`src/rtl/elev_pkg.sv`:
```
`default_nettype none
// ============================================================================
// Module   : elev_pkg
// Purpose  : Shared types and constants for the two-car elevator dispatcher.
// Revision : 1.0 - initial release
// ============================================================================
package elev_pkg;

  localparam int NUM_FLOORS_DEF = 7;
  localparam int CAR1           = 1;
  localparam int CAR2           = 0;

  typedef enum logic [1:0] {
    ST_IDLE = 2'd0,
    ST_MOVE = 2'd1,
    ST_DOOR = 2'd2,
    ST_HALT = 2'd3
  } car_state_t;

  function automatic logic [2:0] floor_dist(input logic [2:0] a, input logic [2:0] b);
    return (a > b) ? (a - b) : (b - a);
  endfunction

endpackage
`default_nettype wire

```
`src/rtl/car_fsm.sv`:
```
`default_nettype none
// ============================================================================
// Module   : car_fsm
// Purpose  : Per-car IDLE/MOVE/DOOR/HALT controller with turn and hold outputs.
//            Optional door dwell counter enabled by macro DOOR_DWELL_EN.
// Revision : 1.0 - initial release
// ============================================================================
module car_fsm
  import elev_pkg::*;
#(
  parameter int NUM_FLOORS  = NUM_FLOORS_DEF,
  parameter int DOOR_CYCLES = 4
) (
  input  logic                  clock,
  input  logic                  resetn,
  input  logic                  halt_req,
  input  logic [2:0]            curr_floor,
  input  logic                  dir,
  input  logic [NUM_FLOORS-1:0] targets,
  output logic                  halted,
  output logic                  service,
  output logic                  turn,
  output logic [NUM_FLOORS-1:0] hold
);

  localparam logic [NUM_FLOORS-1:0] FLOOR_ONE = NUM_FLOORS'(1);

  car_state_t state_q, state_d;
  logic       turned_q;
  logic       dir_q;
  int         cf_i;
  logic       floor_ok;
  logic       any_tgt;
  logic       tgt_here, tgt_ahead, tgt_behind;
  logic       turn_cond;

  assign cf_i     = int'(curr_floor);
  assign floor_ok = (cf_i < NUM_FLOORS);
  assign any_tgt  = |targets;

  always_comb begin
    tgt_here   = 1'b0;
    tgt_ahead  = 1'b0;
    tgt_behind = 1'b0;
    for (int f = 0; f < NUM_FLOORS; f++) begin
      if (targets[f]) begin
        if (f == cf_i)               tgt_here   = 1'b1;
        else if ((f > cf_i) == dir)  tgt_ahead  = 1'b1;
        else                         tgt_behind = 1'b1;
      end
    end
  end

`ifdef DOOR_DWELL_EN
  localparam int CW = (DOOR_CYCLES > 1) ? $clog2(DOOR_CYCLES) : 1;
  localparam logic [CW-1:0] DWELL_LOAD = CW'(DOOR_CYCLES - 1);
  logic [CW-1:0] dwell_q;

  always_ff @(posedge clock) begin
    if (!resetn)                                     dwell_q <= '0;
    else if (service)                                dwell_q <= DWELL_LOAD;
    else if (state_q == ST_DOOR && dwell_q != '0)    dwell_q <= dwell_q - 1'b1;
  end
`else
  logic unused_door_cycles;
  assign unused_door_cycles = |DOOR_CYCLES;
`endif

  always_comb begin
    state_d = state_q;
    if (halt_req || !floor_ok) begin
      state_d = ST_HALT;
    end else begin
      case (state_q)
        ST_IDLE: begin
          if (tgt_here)     state_d = ST_DOOR;
          else if (any_tgt) state_d = ST_MOVE;
        end
        ST_MOVE: begin
          if (tgt_here)     state_d = ST_DOOR;
          else if (!any_tgt) state_d = ST_IDLE;
        end
        ST_DOOR: begin
`ifdef DOOR_DWELL_EN
          // A fresh call at this floor keeps the door open and restarts the dwell.
          if (tgt_here || dwell_q != '0) state_d = ST_DOOR;
          else                           state_d = any_tgt ? ST_MOVE : ST_IDLE;
`else
          state_d = any_tgt ? ST_MOVE : ST_IDLE;
`endif
        end
        ST_HALT: state_d = ST_IDLE;
        default: state_d = ST_IDLE;
      endcase
    end
  end

  always_ff @(posedge clock) begin
    if (!resetn) state_q <= ST_IDLE;
    else         state_q <= state_d;
  end

  assign service = (state_d == ST_DOOR) && ((state_q != ST_DOOR) || tgt_here);
  assign halted  = (state_q == ST_HALT);
  assign hold    = (state_q == ST_DOOR) ? (FLOOR_ONE << curr_floor) : '0;

  assign turn_cond = (tgt_behind && !tgt_ahead)
                   || (cf_i == 0 && !dir)
                   || (cf_i == NUM_FLOORS - 1 && dir);
  assign turn      = (state_q == ST_MOVE) && turn_cond && !turned_q;

  // One pulse per reversal: re-armed once dir changes or the car leaves MOVE.
  always_ff @(posedge clock) begin
    if (!resetn) begin
      turned_q <= 1'b0;
      dir_q    <= 1'b0;
    end else begin
      dir_q <= dir;
      if (turn)                                       turned_q <= 1'b1;
      else if (dir != dir_q || state_q != ST_MOVE)    turned_q <= 1'b0;
    end
  end

endmodule
`default_nettype wire

```
`src/rtl/call_dispatcher.sv`:
```
`default_nettype none
// ============================================================================
// Module   : call_dispatcher
// Purpose  : Two-car hall/car call latching, nearest-car assignment and service.
//            Optional door dwell via macro DOOR_DWELL_EN (passed to car_fsm).
// Revision : 1.0 - initial release
// ============================================================================
module call_dispatcher
  import elev_pkg::*;
#(
  parameter int NUM_FLOORS  = NUM_FLOORS_DEF,
  parameter int DOOR_CYCLES = 4
) (
  input  logic                  clock,
  input  logic                  resetn,
  input  logic [NUM_FLOORS-1:0] hall_up_req,
  input  logic [NUM_FLOORS-1:0] hall_dn_req,
  input  logic [NUM_FLOORS-1:0] car_req_1,
  input  logic [NUM_FLOORS-1:0] car_req_2,
  input  logic [1:0]            emergency,
  input  logic [2:0]            curr_floor_1,
  input  logic [2:0]            curr_floor_2,
  input  logic [1:0]            dir,
  output logic [1:0]            turn,
  output logic [NUM_FLOORS-1:0] hold_1,
  output logic [NUM_FLOORS-1:0] hold_2,
  output logic [NUM_FLOORS-1:0] pending_up,
  output logic [NUM_FLOORS-1:0] pending_dn,
  output logic [1:0]            busy
);

  localparam logic [NUM_FLOORS-1:0] FLOOR_ONE = NUM_FLOORS'(1);

  logic [NUM_FLOORS-1:0] pend_up_q, pend_dn_q;
  logic [NUM_FLOORS-1:0] call_1_q, call_2_q;
  logic [NUM_FLOORS-1:0] asg_up_1_q, asg_up_2_q, asg_dn_1_q, asg_dn_2_q;
  logic [NUM_FLOORS-1:0] pick_1, pick_2;
  logic [NUM_FLOORS-1:0] free_up, free_dn;
  logic [NUM_FLOORS-1:0] svc_mask_1, svc_mask_2;
  logic [NUM_FLOORS-1:0] clr_up, clr_dn;
  logic [NUM_FLOORS-1:0] tgt_1, tgt_2;
  logic                  halted_1, halted_2;
  logic                  service_1, service_2;
  logic                  turn_1, turn_2;

  // Nearest available car per floor; car 1 wins ties.
  generate
    for (genvar f = 0; f < NUM_FLOORS; f++) begin : g_floor
      logic [2:0] dist_1, dist_2;
      assign dist_1    = floor_dist(curr_floor_1, 3'(f));
      assign dist_2    = floor_dist(curr_floor_2, 3'(f));
      assign pick_1[f] = !halted_1 && (halted_2 || dist_1 <= dist_2);
      assign pick_2[f] = !halted_2 && !pick_1[f];
    end
  endgenerate

  assign free_up    = pend_up_q & ~asg_up_1_q & ~asg_up_2_q;
  assign free_dn    = pend_dn_q & ~asg_dn_1_q & ~asg_dn_2_q;
  assign svc_mask_1 = service_1 ? (FLOOR_ONE << curr_floor_1) : '0;
  assign svc_mask_2 = service_2 ? (FLOOR_ONE << curr_floor_2) : '0;
  assign clr_up     = (svc_mask_1 & asg_up_1_q) | (svc_mask_2 & asg_up_2_q);
  assign clr_dn     = (svc_mask_1 & asg_dn_1_q) | (svc_mask_2 & asg_dn_2_q);
  assign tgt_1      = call_1_q | asg_up_1_q | asg_dn_1_q;
  assign tgt_2      = call_2_q | asg_up_2_q | asg_dn_2_q;

  // New request pulses are OR'd in after the clear so a same-cycle set wins.
  always_ff @(posedge clock) begin
    if (!resetn) begin
      pend_up_q  <= '0;
      pend_dn_q  <= '0;
      call_1_q   <= '0;
      call_2_q   <= '0;
      asg_up_1_q <= '0;
      asg_up_2_q <= '0;
      asg_dn_1_q <= '0;
      asg_dn_2_q <= '0;
    end else begin
      pend_up_q  <= (pend_up_q & ~clr_up) | hall_up_req;
      pend_dn_q  <= (pend_dn_q & ~clr_dn) | hall_dn_req;
      call_1_q   <= (call_1_q & ~svc_mask_1) | car_req_1;
      call_2_q   <= (call_2_q & ~svc_mask_2) | car_req_2;
      asg_up_1_q <= halted_1 ? '0 : ((asg_up_1_q & ~svc_mask_1) | (free_up & pick_1));
      asg_dn_1_q <= halted_1 ? '0 : ((asg_dn_1_q & ~svc_mask_1) | (free_dn & pick_1));
      asg_up_2_q <= halted_2 ? '0 : ((asg_up_2_q & ~svc_mask_2) | (free_up & pick_2));
      asg_dn_2_q <= halted_2 ? '0 : ((asg_dn_2_q & ~svc_mask_2) | (free_dn & pick_2));
    end
  end

  car_fsm #(
    .NUM_FLOORS (NUM_FLOORS),
    .DOOR_CYCLES(DOOR_CYCLES)
  ) u_car_1 (
    .clock     (clock),
    .resetn    (resetn),
    .halt_req  (emergency[CAR1]),
    .curr_floor(curr_floor_1),
    .dir       (dir[CAR1]),
    .targets   (tgt_1),
    .halted    (halted_1),
    .service   (service_1),
    .turn      (turn_1),
    .hold      (hold_1)
  );

  car_fsm #(
    .NUM_FLOORS (NUM_FLOORS),
    .DOOR_CYCLES(DOOR_CYCLES)
  ) u_car_2 (
    .clock     (clock),
    .resetn    (resetn),
    .halt_req  (emergency[CAR2]),
    .curr_floor(curr_floor_2),
    .dir       (dir[CAR2]),
    .targets   (tgt_2),
    .halted    (halted_2),
    .service   (service_2),
    .turn      (turn_2),
    .hold      (hold_2)
  );

  assign turn[CAR1] = turn_1;
  assign turn[CAR2] = turn_2;
  assign busy[CAR1] = |tgt_1;
  assign busy[CAR2] = |tgt_2;
  assign pending_up = pend_up_q;
  assign pending_dn = pend_dn_q;

endmodule
`default_nettype wire

```
`config.mk`:
```
export PLATFORM = sky130hd
export DESIGN_NAME = call_dispatcher
export DESIGN_NICKNAME = d
export VERILOG_FILES = /design/src/rtl/elev_pkg.sv /design/src/rtl/car_fsm.sv /design/src/rtl/call_dispatcher.sv
export SDC_FILE = /design/constraint.sdc
export NUM_CORES = 1
export LEC_CHECK = 0
export ABC_CLOCK_PERIOD_IN_PS = 5000
export CORE_MARGIN = 5
export CORE_UTILIZATION = 40
export DETAILED_ROUTE_END_ITERATION = 8
export PLACE_DENSITY = 0.66
export SYNTH_ARGS = -nofsm -noshare
export SYNTH_HDL_FRONTEND = slang
export SYNTH_SLANG_ARGS = --single-unit
```
`constraint.sdc`:
```
create_clock -name clock -period 5 [get_ports clock]
set_input_delay 0.75 -clock clock [delete_from_list [all_inputs] [get_ports clock]]
set_output_delay 0.75 -clock clock [all_outputs]
set_load 0.1 [all_outputs]
```
==> out/metrics.csv, run 1 <==
stage;metric;value;unit
outcome;status;complete, no violations;
placement;I/O Buffers;71;
die;CORE AREA;11370;um^2
clock_tree;Gates resized, CTS repair;0;
logic_synthesis;main combinational cell family by area after synthesis;compound AO/OA/AOI/OAI gates;
sta;Slew Limit Fails;0;
logic_synthesis;Top FF cell, synth;dfxtp_1;
power;Pint;0.001287;W
cells_and_area;Final #Nets;741;
route;DRC;0;
placement;routability cong.;0.8594;
critical_path;Crit Path Max Fanout;11;
power;clock power share;38.4;%
power;maximum VDD drop;0.0002098;V
route;DRT Pass-1 Iters;5;
logic_synthesis;xor/xnor share of the synthesized area;3.001;%
route;Via Count;4694;
global_routing;vias in the first global route;4473;
critical_path;r2r setup slk;2450;ps
logic_synthesis;simple-gate share of the synthesized area;24.17;%
die;Die W;117.6;um
clock_tree;post-CTS setup buffers;0;
logic_synthesis;Synth Area in Compound Gates;26.47;%
logic_synthesis;register area share after synthesis;27.68;%
clock_tree;number of CTS-inserted buffers;9;
critical_path;crit path kind;input port to primary output;
sta;FMAX;223.9;MHz
global_routing;GRT Total Usage;21.19;%
logic_synthesis;Syn Inst Count;596;
logic_synthesis;adder-cell share of the synthesized area;11.62;%
logic_synthesis;multiplexer share of the synthesized area;1.784;%
die;Die Area;13820;um^2
logic_synthesis;asr flop ratio synth;0;%
global_routing;grt ovf;0;
placement;placed wire-length estimate;11800;um
placement;dpl cell area;5424;um^2
power;Leakage;2.322;nW
route;mean routed wirelength per cell;18.53;um
sta;slew of the pin with the lowest slew margin;980.7;ps
logic_synthesis;Ys Warns;0;
logic_synthesis;EDFF count, synth;0;
route;post-DR vias/cell;5.824;
sta;final worst slack;533.6;ps
clock_tree;Clock Latency Late Sink;340;ps
clock_tree;H-tree Lvls;3;
cells_and_area;Area growth syn-to-layout;24.84;%
cells_and_area;share of cells above drive strength 1;7.994;%
clock_tree;CTS tree;built;
cells_and_area;number of diodes;0;
route;Routed Wire Length;14940;um
route;DR iter-0 viols;360;
sta;Final Setup Violations;0;
critical_path;kind of end point of the critical path;primary output;
logic_synthesis;library cells used by synthesis;63;
cells_and_area;footprint of the multi-input gates;3103;um^2
sta;max_slew headroom;34.42;%
clock_tree;CTS Buffer Depth;2;
sta;Worst Skew;8.638;ps
power;Psw;0.0006713;W
sta;post-route clock period utilization;89.33;%
global_routing;global-route wire length before repair;23810;um
min_path;Min-Delay Path Class;flop to flop;
logic_synthesis;Post-Syn Area per Cell;7.765;um^2
sta;setup TNS;0;ps
die;die height;117.6;um
clock_tree;# hold bufs at CTS;0;
global_routing;initial antenna violation count;0;
route;ANT nets after route;0;
sta;minimum clock period;4466;ps
run;maxcap violations;0;
cells_and_area;Register Area;1281;um^2
sta;Final Hold Fails;0;
critical_path;Required @ worst endpoint;4250;ps
power;Cell Pwr Density;338.8;nW/um^2
die;num ports;72;
cells_and_area;Fillers;1086;
critical_path;Critical Path AT;3720;ps
clock_tree;Num Clock Sinks;64;
critical_path;element type at the critical path start;input port;
power;Logic pwr share;30.1;%
logic_synthesis;Cell Area, Synth;4628;um^2
die;Rows;39;
placement;pre-CTS setup slack;530.9;ps
power;Sw Ratio;34.29;%
sta;unrepaired setup endpoints after global routing;no;
power;share of total power in sequential cells;31.5;%
logic_synthesis;register bit count reported by yosys;64;
clock_tree;clock root buffer;clkbuf_16;
clock_tree;Clk pin slew, worst setup/hold paths;60;ps
global_routing;largest net degree at the start of global routing;26;
logic_synthesis;Syn Nets;679;
die;Initial Util;40.71;%
cells_and_area;final std cell area, no fill;5778;um^2
[worst max-delay path: stages]
cell and delay (ps):
clkdlybuf4s50_1 590, inv_1 370, ha_1 250, ha_1 360, a2bb2oi_2 210, o32ai_1 100, or4_1 550, a41oi_2 230
nor4b_1 110, buf_12 180
[path summary, 6_finish.rpt]
check | cells after the start | from | endpoint
worst max-delay path | 10 | curr_floor_1[1] | turn[1]
worst min-delay path | 2 | u_car_1.turned_q | u_car_1.turned_q
worst max register to register | 7 | asg_up_1_q[5] | pending_dn[5]
worst min register to register | 2 | u_car_1.turned_q | u_car_1.turned_q
[synthesized netlist by cell type (7+ instances only)]
| cell | n | area share, % |
|---|---|---|
| a211oi_1 | 7 | 1.1 |
| dfxtp_1 | 64 | 28 |
| nor3b_1 | 11 | 1.8 |
| xnor2_1 | 10 | 1.9 |
| o21a_1 | 15 | 2.4 |
| nor3_1 | 21 | 2.3 |
| o21ai_0 | 37 | 4.0 |
| clkbuf_1 | 12 | 0.97 |
| inv_1 | 27 | 2.2 |
| nand2_1 | 64 | 5.2 |
| nand2b_1 | 10 | 1.4 |
| a31oi_1 | 25 | 3.4 |
| nor2b_1 | 19 | 2.6 |
| nor2_1 | 48 | 3.9 |
| a21oi_1 | 49 | 5.3 |
| o22ai_1 | 7 | 0.95 |
| ha_1 | 43 | 12 |
| nand3_1 | 12 | 1.3 |
| buf_2 | 9 | 0.97 |
[kinds of logic after synthesis]
group / Yosys count
muxes: 8
DFF: 64
xor gates and xnor gates: 15
buffers and inverters: 56
AOI/OAI and AO/OA: 189
adders and majority gates: 43
and+or+nand+nor: 221
[registers in the layout (all words and copies together) (netlist names)]
register	count
asg_dn_1_q	7
asg_dn_2_q	7
asg_up_1_q	7
asg_up_2_q	7
call_1_q	7
call_2_q	7
pending_dn	7
pending_up	7
u_car_1.state_q	2
u_car_2.state_q	2
u_car_1.dir_q	1
u_car_1.turned_q	1
u_car_2.dir_q	1
u_car_2.turned_q	1
[metal layers]
layer / share of wire (%) / up-vias / global-route usage, %
li1: - / 2307 / -
met4: 1.8 / 0 / 7.097
met1: 44 / 2217 / 27.44
met3: 6.1 / 16 / 4.613
met5: 0 / - / 0
met2: 48 / 154 / 34.87
[power groups by stage]
stage	clock network, W	registers (W)	logic, W
2_1_floorplan	0	0.000667	0.000364
3_3_place_gp	0	0.000624	0.000574
3_5_place_dp	0	0.000626	0.000584
4_1_cts	0.000761	0.000616	0.000588
5_1_grt	0.000787	0.000624	0.000639
6_report	0.000751	0.000617	0.000590
[through the flow]
stage	util, %	hold WS [ps]	power [W]	instances
global route	50.82	501.6	0.002050	806
finish	50.82	471.4	0.001958	806
detailed placement	47.71	464.5	0.001211	790
CTS	50.82	474.8	0.001964	806
floorplan	-	443.3	0.001031	596
global placement	47.71	454.6	0.001199	790
[cells in the final DEF, fill, tap and decap left out, drive strengths merged, types with 7 or more instances in the layout]
master and instances:
nand2 64, dfxtp 64, clkdlybuf4s50 55, a21oi 49, nor2 48, ha 43
o21ai 37, inv 28, a31oi 25, buf 24, nor3 21, nor2b 19
o21a 15, nand3 12, nor3b 11, xnor2 11, nand2b 10, clkbuf 10
and2 8, o22ai 7, a211oi 7, or4b 7
[cell type report]
class	count	area share (%)
sequential	64	22.17
tap	143	3.097
multi-input combinational	476	53.70
clock inverter	6	1.992
clock buffer	10	4.136
inverter	28	1.819
timing repair buffer	79	13.08
No activity file was read; power rests on OpenSTA's default activity.
==> inputs of run 2 (changes only) <==
--- a/config.mk
+++ b/config.mk
@@ -6,10 +6,10 @@
 export NUM_CORES = 1
 export LEC_CHECK = 0
 export ABC_CLOCK_PERIOD_IN_PS = 5000
-export CORE_MARGIN = 5
 export CORE_UTILIZATION = 40
 export DETAILED_ROUTE_END_ITERATION = 8
 export PLACE_DENSITY = 0.66
+export RECOVER_POWER = 100
 export SYNTH_ARGS = -nofsm -noshare
 export SYNTH_HDL_FRONTEND = slang
 export SYNTH_SLANG_ARGS = --single-unit
==> run 2 against run 1 <==
Core utilization up 0.16 points. Critical path depth unchanged. Maximum frequency down 3.1%.
==> out/metrics.csv, run 2 (synthesis gave the netlist of run 1 again) <==
stage;metric;value;unit;change
sta;Worst Skew;4.972;ps;-3.667 ps
route;ANT nets after route;0;;unchanged
die;Die Area;12000;um^2;-13%
clock_tree;Num Clock Sinks;64;;unchanged
die;num ports;72;;unchanged
sta;post-route clock period utilization;92.14;%;+2.8 points
route;post-DR vias/cell;5.836;;+0.20%
cells_and_area;Area growth syn-to-layout;22.03;%;
route;Via Count;4686;;-0.17%
clock_tree;Clock Latency Late Sink;340;ps;about the same
clock_tree;H-tree Lvls;3;;unchanged
sta;unrepaired setup endpoints after global routing;no;;
sta;FMAX;217.1;MHz;-3.1%
critical_path;kind of end point of the critical path;primary output;;
global_routing;grt ovf;0;;unchanged
placement;I/O Buffers;71;;unchanged
clock_tree;Gates resized, CTS repair;0;;unchanged
cells_and_area;number of diodes;0;;unchanged
min_path;Min-Delay Path Class;flop to flop;;
route;Routed Wire Length;14600;um;-2.2%
critical_path;element type at the critical path start;input port;;
sta;Slew Limit Fails;0;;unchanged
clock_tree;post-CTS setup buffers;0;;unchanged
power;Final Total Pwr;0.001832;W;-6.4%
critical_path;Required @ worst endpoint;4250;ps;about the same
clock_tree;Clk pin slew, worst setup/hold paths;50;ps;about the same
route;mean routed wirelength per cell;18.19;um;-1.9%
die;CORE AREA;11080;um^2;-2.6%
sta;setup TNS;0;ps;unchanged
sta;max_slew headroom;21.91;%;-13 points
global_routing;vias in the first global route;4435;;-0.85%
route;DRT Pass-1 Iters;5;;unchanged
cells_and_area;Fillers;1077;;-0.83%
sta;slew of the pin with the lowest slew margin;1176;ps;+195.7 ps
run;maxcap violations;0;;unchanged
route;DR iter-0 viols;344;;-4.4%
route;DRC;0;;unchanged
clock_tree;clock root buffer;clkbuf_16;;
clock_tree;# hold bufs at CTS;0;;unchanged
outcome;status;complete, no violations;;
cells_and_area;share of cells above drive strength 1;5.279;%;-2.7 points
critical_path;Critical Path AT;3860;ps;+140 ps
power;maximum VDD drop;0.0002158;V;+2.9%
cells_and_area;Layout Cells excl Fill;803;;-0.37%
global_routing;GRT Total Usage;25.97;%;+4.8 points
clock_tree;CTS Buffer Depth;2;;unchanged
placement;routability cong.;0.8639;;+0.52%
die;Initial Util;41.78;%;+1.1 points
placement;placed wire-length estimate;11230;um;-4.8%
clock_tree;CTS tree;built;;
sta;minimum clock period;4607;ps;+140.7 ps
critical_path;Crit Path Max Fanout;11;;unchanged
power;Cell Pwr Density;324.4;nW/um^2;-4.3%
critical_path;crit path kind;input port to primary output;;
cells_and_area;commonest non-fill, non-tap cells in the layout;nand2_1, dfxtp_1, a21oi_1;;
sta;Final Hold Fails;0;;unchanged
die;Die W;109.6;um;-6.8%
placement;DP Cell Count;787;;-0.38%
power;Leakage;2.243;nW;-3.4%
cells_and_area;Final #Nets;741;;unchanged
global_routing;global-route wire length before repair;23340;um;-1.9%
die;Rows;38;;-2.6%
die;die height;109.6;um;-6.8%
global_routing;initial antenna violation count;0;;unchanged
global_routing;largest net degree at the start of global routing;28;;+7.7%
clock_tree;number of CTS-inserted buffers;9;;unchanged
sta;Final Setup Violations;0;;unchanged
[run 2: per-layer routing]
layer	GRT usage [%]	part of all wire, %
met3	5.276	5.3
met4	8.857	1.9
met1	33.76	46
met2	42.68	46
met5	0	0
[run 2: area by class of cell]
cell class,count,area [um^2],share of cell area (%)
Clock buffer,11,242.7,4.298
Timing Repair Buffer,79,699.4,12.38
Sequential cell,64,1281,22.68
Clock inverter,5,56.30,0.9969
Inverter,28,105.1,1.861
Multi-Input combinational cell,476,3088,54.67
Tap cell,140,175.2,3.101
[run 2: final timing paths]
kind	start	end	slack [ps]	cells past startpoint
hold reg to reg	u_car_1.turned_q	u_car_1.turned_q	470	2
setup reg to reg	asg_up_1_q[5]	pending_up[1]	2520	6
hold / removal	u_car_1.turned_q	u_car_1.turned_q	470	2
setup / recovery	curr_floor_1[1]	turn[1]	390	10
[run 2: worst max-delay path: stages]
cell and delay [ps]:
dlygate4sd3_1 750, inv_1 270, ha_1 360, and2b_1 250
xnor2_1 190, o32ai_1 120, or4_1 540, a41oi_1 300
nor4b_1 130, buf_12 190
[run 2: through the flow]
stage	utilization, %	hold WS (ps)	instance area, um^2	setup WS, ps
floorplan	-	443.3	4628	1316
global placement	48.93	457.5	5420	592.7
detailed placement	48.93	464.9	5420	544.5
CTS	51.63	474.3	5719	540.6
global route	50.98	498.6	5648	204.3
finish	50.98	474.0	5648	392.9
[run 2: power by group]
| part | switching, W | leakage [nW] | total [W] | internal [W] |
|---|---|---|---|---|
| Clock | 0.000239 | 0.145 | 0.000637 | 0.000399 |
| Combinational | 0.000362 | 1.57 | 0.000578 | 0.000216 |
| Sequential | 0.0000574 | 0.531 | 0.000617 | 0.000560 |
==> inputs of run 3 (changes only) <==
--- a/config.mk
+++ b/config.mk
@@ -10,6 +10,7 @@
 export DETAILED_ROUTE_END_ITERATION = 8
 export PLACE_DENSITY = 0.66
 export RECOVER_POWER = 100
+export SETUP_SLACK_MARGIN = 0.4
 export SYNTH_ARGS = -nofsm -noshare
 export SYNTH_HDL_FRONTEND = slang
 export SYNTH_SLANG_ARGS = --single-unit
==> run 3 against run 2 <==
Flip-flop and latch count is the same. First-iteration DRC count shrank 9.9%. Clock power is essentially flat. Critical endpoint unchanged.
==> out/metrics.csv, run 3 (synthesis gave the netlist of run 1 again) <==
stage;metric;value;unit;change
outcome;status;complete, no violations;;
min_path;hold_sp;u_car_1.turned_q;;
global_routing;initial antenna violation count;0;;unchanged
route;DRC;0;;unchanged
sta;max_slew headroom;21.92;%;about the same
critical_path;Required @ worst endpoint;4250;ps;about the same
die;die height;109.6;um;unchanged
sta;Worst Skew;5.211;ps;+0.2398 ps
clock_tree;number of CTS-inserted buffers;9;;unchanged
sta;Final Setup Violations;0;;unchanged
power;Cell Pwr Density;324.6;nW/um^2;about the same
sta;setup TNS;0;ps;unchanged
clock_tree;CTS tree;built;;
critical_path;worst path buffer plus inverter count;3;;unchanged
sta;post-route clock period utilization;91.74;%;-0.40 points
cells_and_area;Area growth syn-to-layout;22.20;%;
placement;I/O Buffers;71;;unchanged
cells_and_area;share of cells above drive strength 1;5.279;%;unchanged
placement;routability cong.;0.8639;;unchanged
clock_tree;CTS Buffer Depth;2;;unchanged
run;maxcap violations;0;;unchanged
clock_tree;clock root buffer;clkbuf_16;;
critical_path;Slowest cell on crit path;dlygate4sd3_1;;
route;DRT Pass-1 Iters;4;;-1
clock_tree;# hold bufs at CTS;0;;unchanged
sta;FMAX;218.0;MHz;+0.43%
global_routing;grt ovf;0;;unchanged
die;CORE AREA;11080;um^2;unchanged
sta;minimum clock period;4587;ps;-19.85 ps
clock_tree;H-tree Lvls;3;;unchanged
clock_tree;Num Clock Sinks;64;;unchanged
critical_path;Crit Path Max Fanout;11;;unchanged
die;num ports;72;;unchanged
cells_and_area;final std cell area, no fill;5655;um^2;+0.13%
critical_path;crit-path cells;dlygate4sd3_1 > inv_1 > ha_1 > and2b_1 > xnor2_1 > o32ai_1 > or4_1 > a41oi_1 > nor4b_2 > buf_12;;
die;Rows;38;;unchanged
critical_path;worst r2r src;asg_up_1_q[5];;
cells_and_area;number of diodes;0;;unchanged
route;ANT nets after route;0;;unchanged
route;mean routed wirelength per cell;18.26;um;+0.41%
route;post-DR vias/cell;5.857;;+0.36%
power;maximum VDD drop;0.0002167;V;+0.40%
placement;placed wire-length estimate;11230;um;unchanged
sta;slew of the pin with the lowest slew margin;1176;ps;-0.08148 ps
die;Die W;109.6;um;unchanged
clock_tree;post-CTS setup buffers;0;;unchanged
clock_tree;Clk pin slew, worst setup/hold paths;50;ps;about the same
global_routing;largest net degree at the start of global routing;28;;unchanged
global_routing;global-route wire length before repair;23340;um;unchanged
min_path;Min-Delay Path Class;flop to flop;;
sta;Final Hold Fails;0;;unchanged
die;Die Area;12000;um^2;unchanged
sta;unrepaired setup endpoints after global routing;yes;;
critical_path;crit path kind;input port to primary output;;
critical_path;element type at the critical path start;input port;;
sta;Min Hold Slack;484.0;ps;+9.990 ps
die;Initial Util;41.78;%;unchanged
clock_tree;Clock Latency Late Sink;340;ps;about the same
critical_path;CP delay by family, top;buffers and inverters;;
critical_path;origin of the worst setup path;curr_floor_1[1];;
cells_and_area;commonest non-fill, non-tap cells in the layout;nand2_1, dfxtp_1, a21oi_1;;
critical_path;Critical Path AT;3840;ps;-20 ps
power;Leakage;2.242;nW;about the same
route;Via Count;4703;;+0.36%
global_routing;GRT Total Usage;25.97;%;unchanged
route;Routed Wire Length;14660;um;+0.41%
placement;dpl cell area;5420;um^2;unchanged
cells_and_area;Final #Nets;741;;unchanged
critical_path;kind of end point of the critical path;primary output;;
global_routing;vias in the first global route;4435;;unchanged
critical_path;largest stage delay on the critical path;750;ps;about the same
sta;Slew Limit Fails;0;;unchanged
route;DR iter-0 viols;310;;-9.9%
[run 3: changes by cell type in the layout (fill, tap and decap cells not counted), sizes merged]
cell	delta
buf	-1
clkbuf	+1
[run 3: report_power, final]
part | internal [W] | switching (W) | total, W
Clock | 0.000399 | 0.000241 | 0.000639
Sequential | 0.000560 | 0.0000582 | 0.000618
Combinational | 0.000216 | 0.000363 | 0.000579
[run 3: final cells by class]
type                       count  area (um^2)
sequential                    64         1281
clock buffer                  11        242.7
multi-input combinational    476         3099
fill                        1081         5423
clock inverter                 5        56.30
tap                          140        175.2
inverter                      28        105.1
timing repair buffer          79        695.7
[run 3: worst paths after layout]
check             slack [ps]  cells past startpoint               end
setup / recovery         410                     10           turn[1]
hold / removal           480                      2  u_car_1.turned_q
setup reg to reg        2480                      6     pending_up[1]
hold reg to reg          480                      2  u_car_1.turned_q
[run 3: layer usage]
metal  vias up  wire length (um)  global-route usage, %
met5         -                 0                      0
met4         0               310                  8.857
met3        22               825                  5.276
met2       157              6843                  42.68
met1      2220              6685                  33.76
li1       2304                 -                      -
[run 3: per-stage QoR]
stage / instances / setup slack (ps) / total power, W / util (%)
after floorplan: 596 / 1316 / 0.001031 / -
after global placement: 787 / 592.7 / 0.001196 / 48.93
after detailed placement: 787 / 544.5 / 0.001206 / 48.93
after CTS: 803 / 540.6 / 0.001847 / 51.63
after global routing: 803 / 198.6 / 0.001933 / 51.05
final: 803 / 412.8 / 0.001836 / 51.05
[run 3: worst reg2reg max path, delay by kind of cell, from the launching register on]
kind / cells / cell delay, ps
and+or+nand+nor: 2 / 770
AOI/OAI and AO/OA: 4 / 1380
DFF: 1 / 340
[run 3: repair_timing]
action / CTS / global route
endpoints found under the setup margin: 0 / 2
endpoints found under the hold margin: 0 / 0
resized for setup: 0 / 2
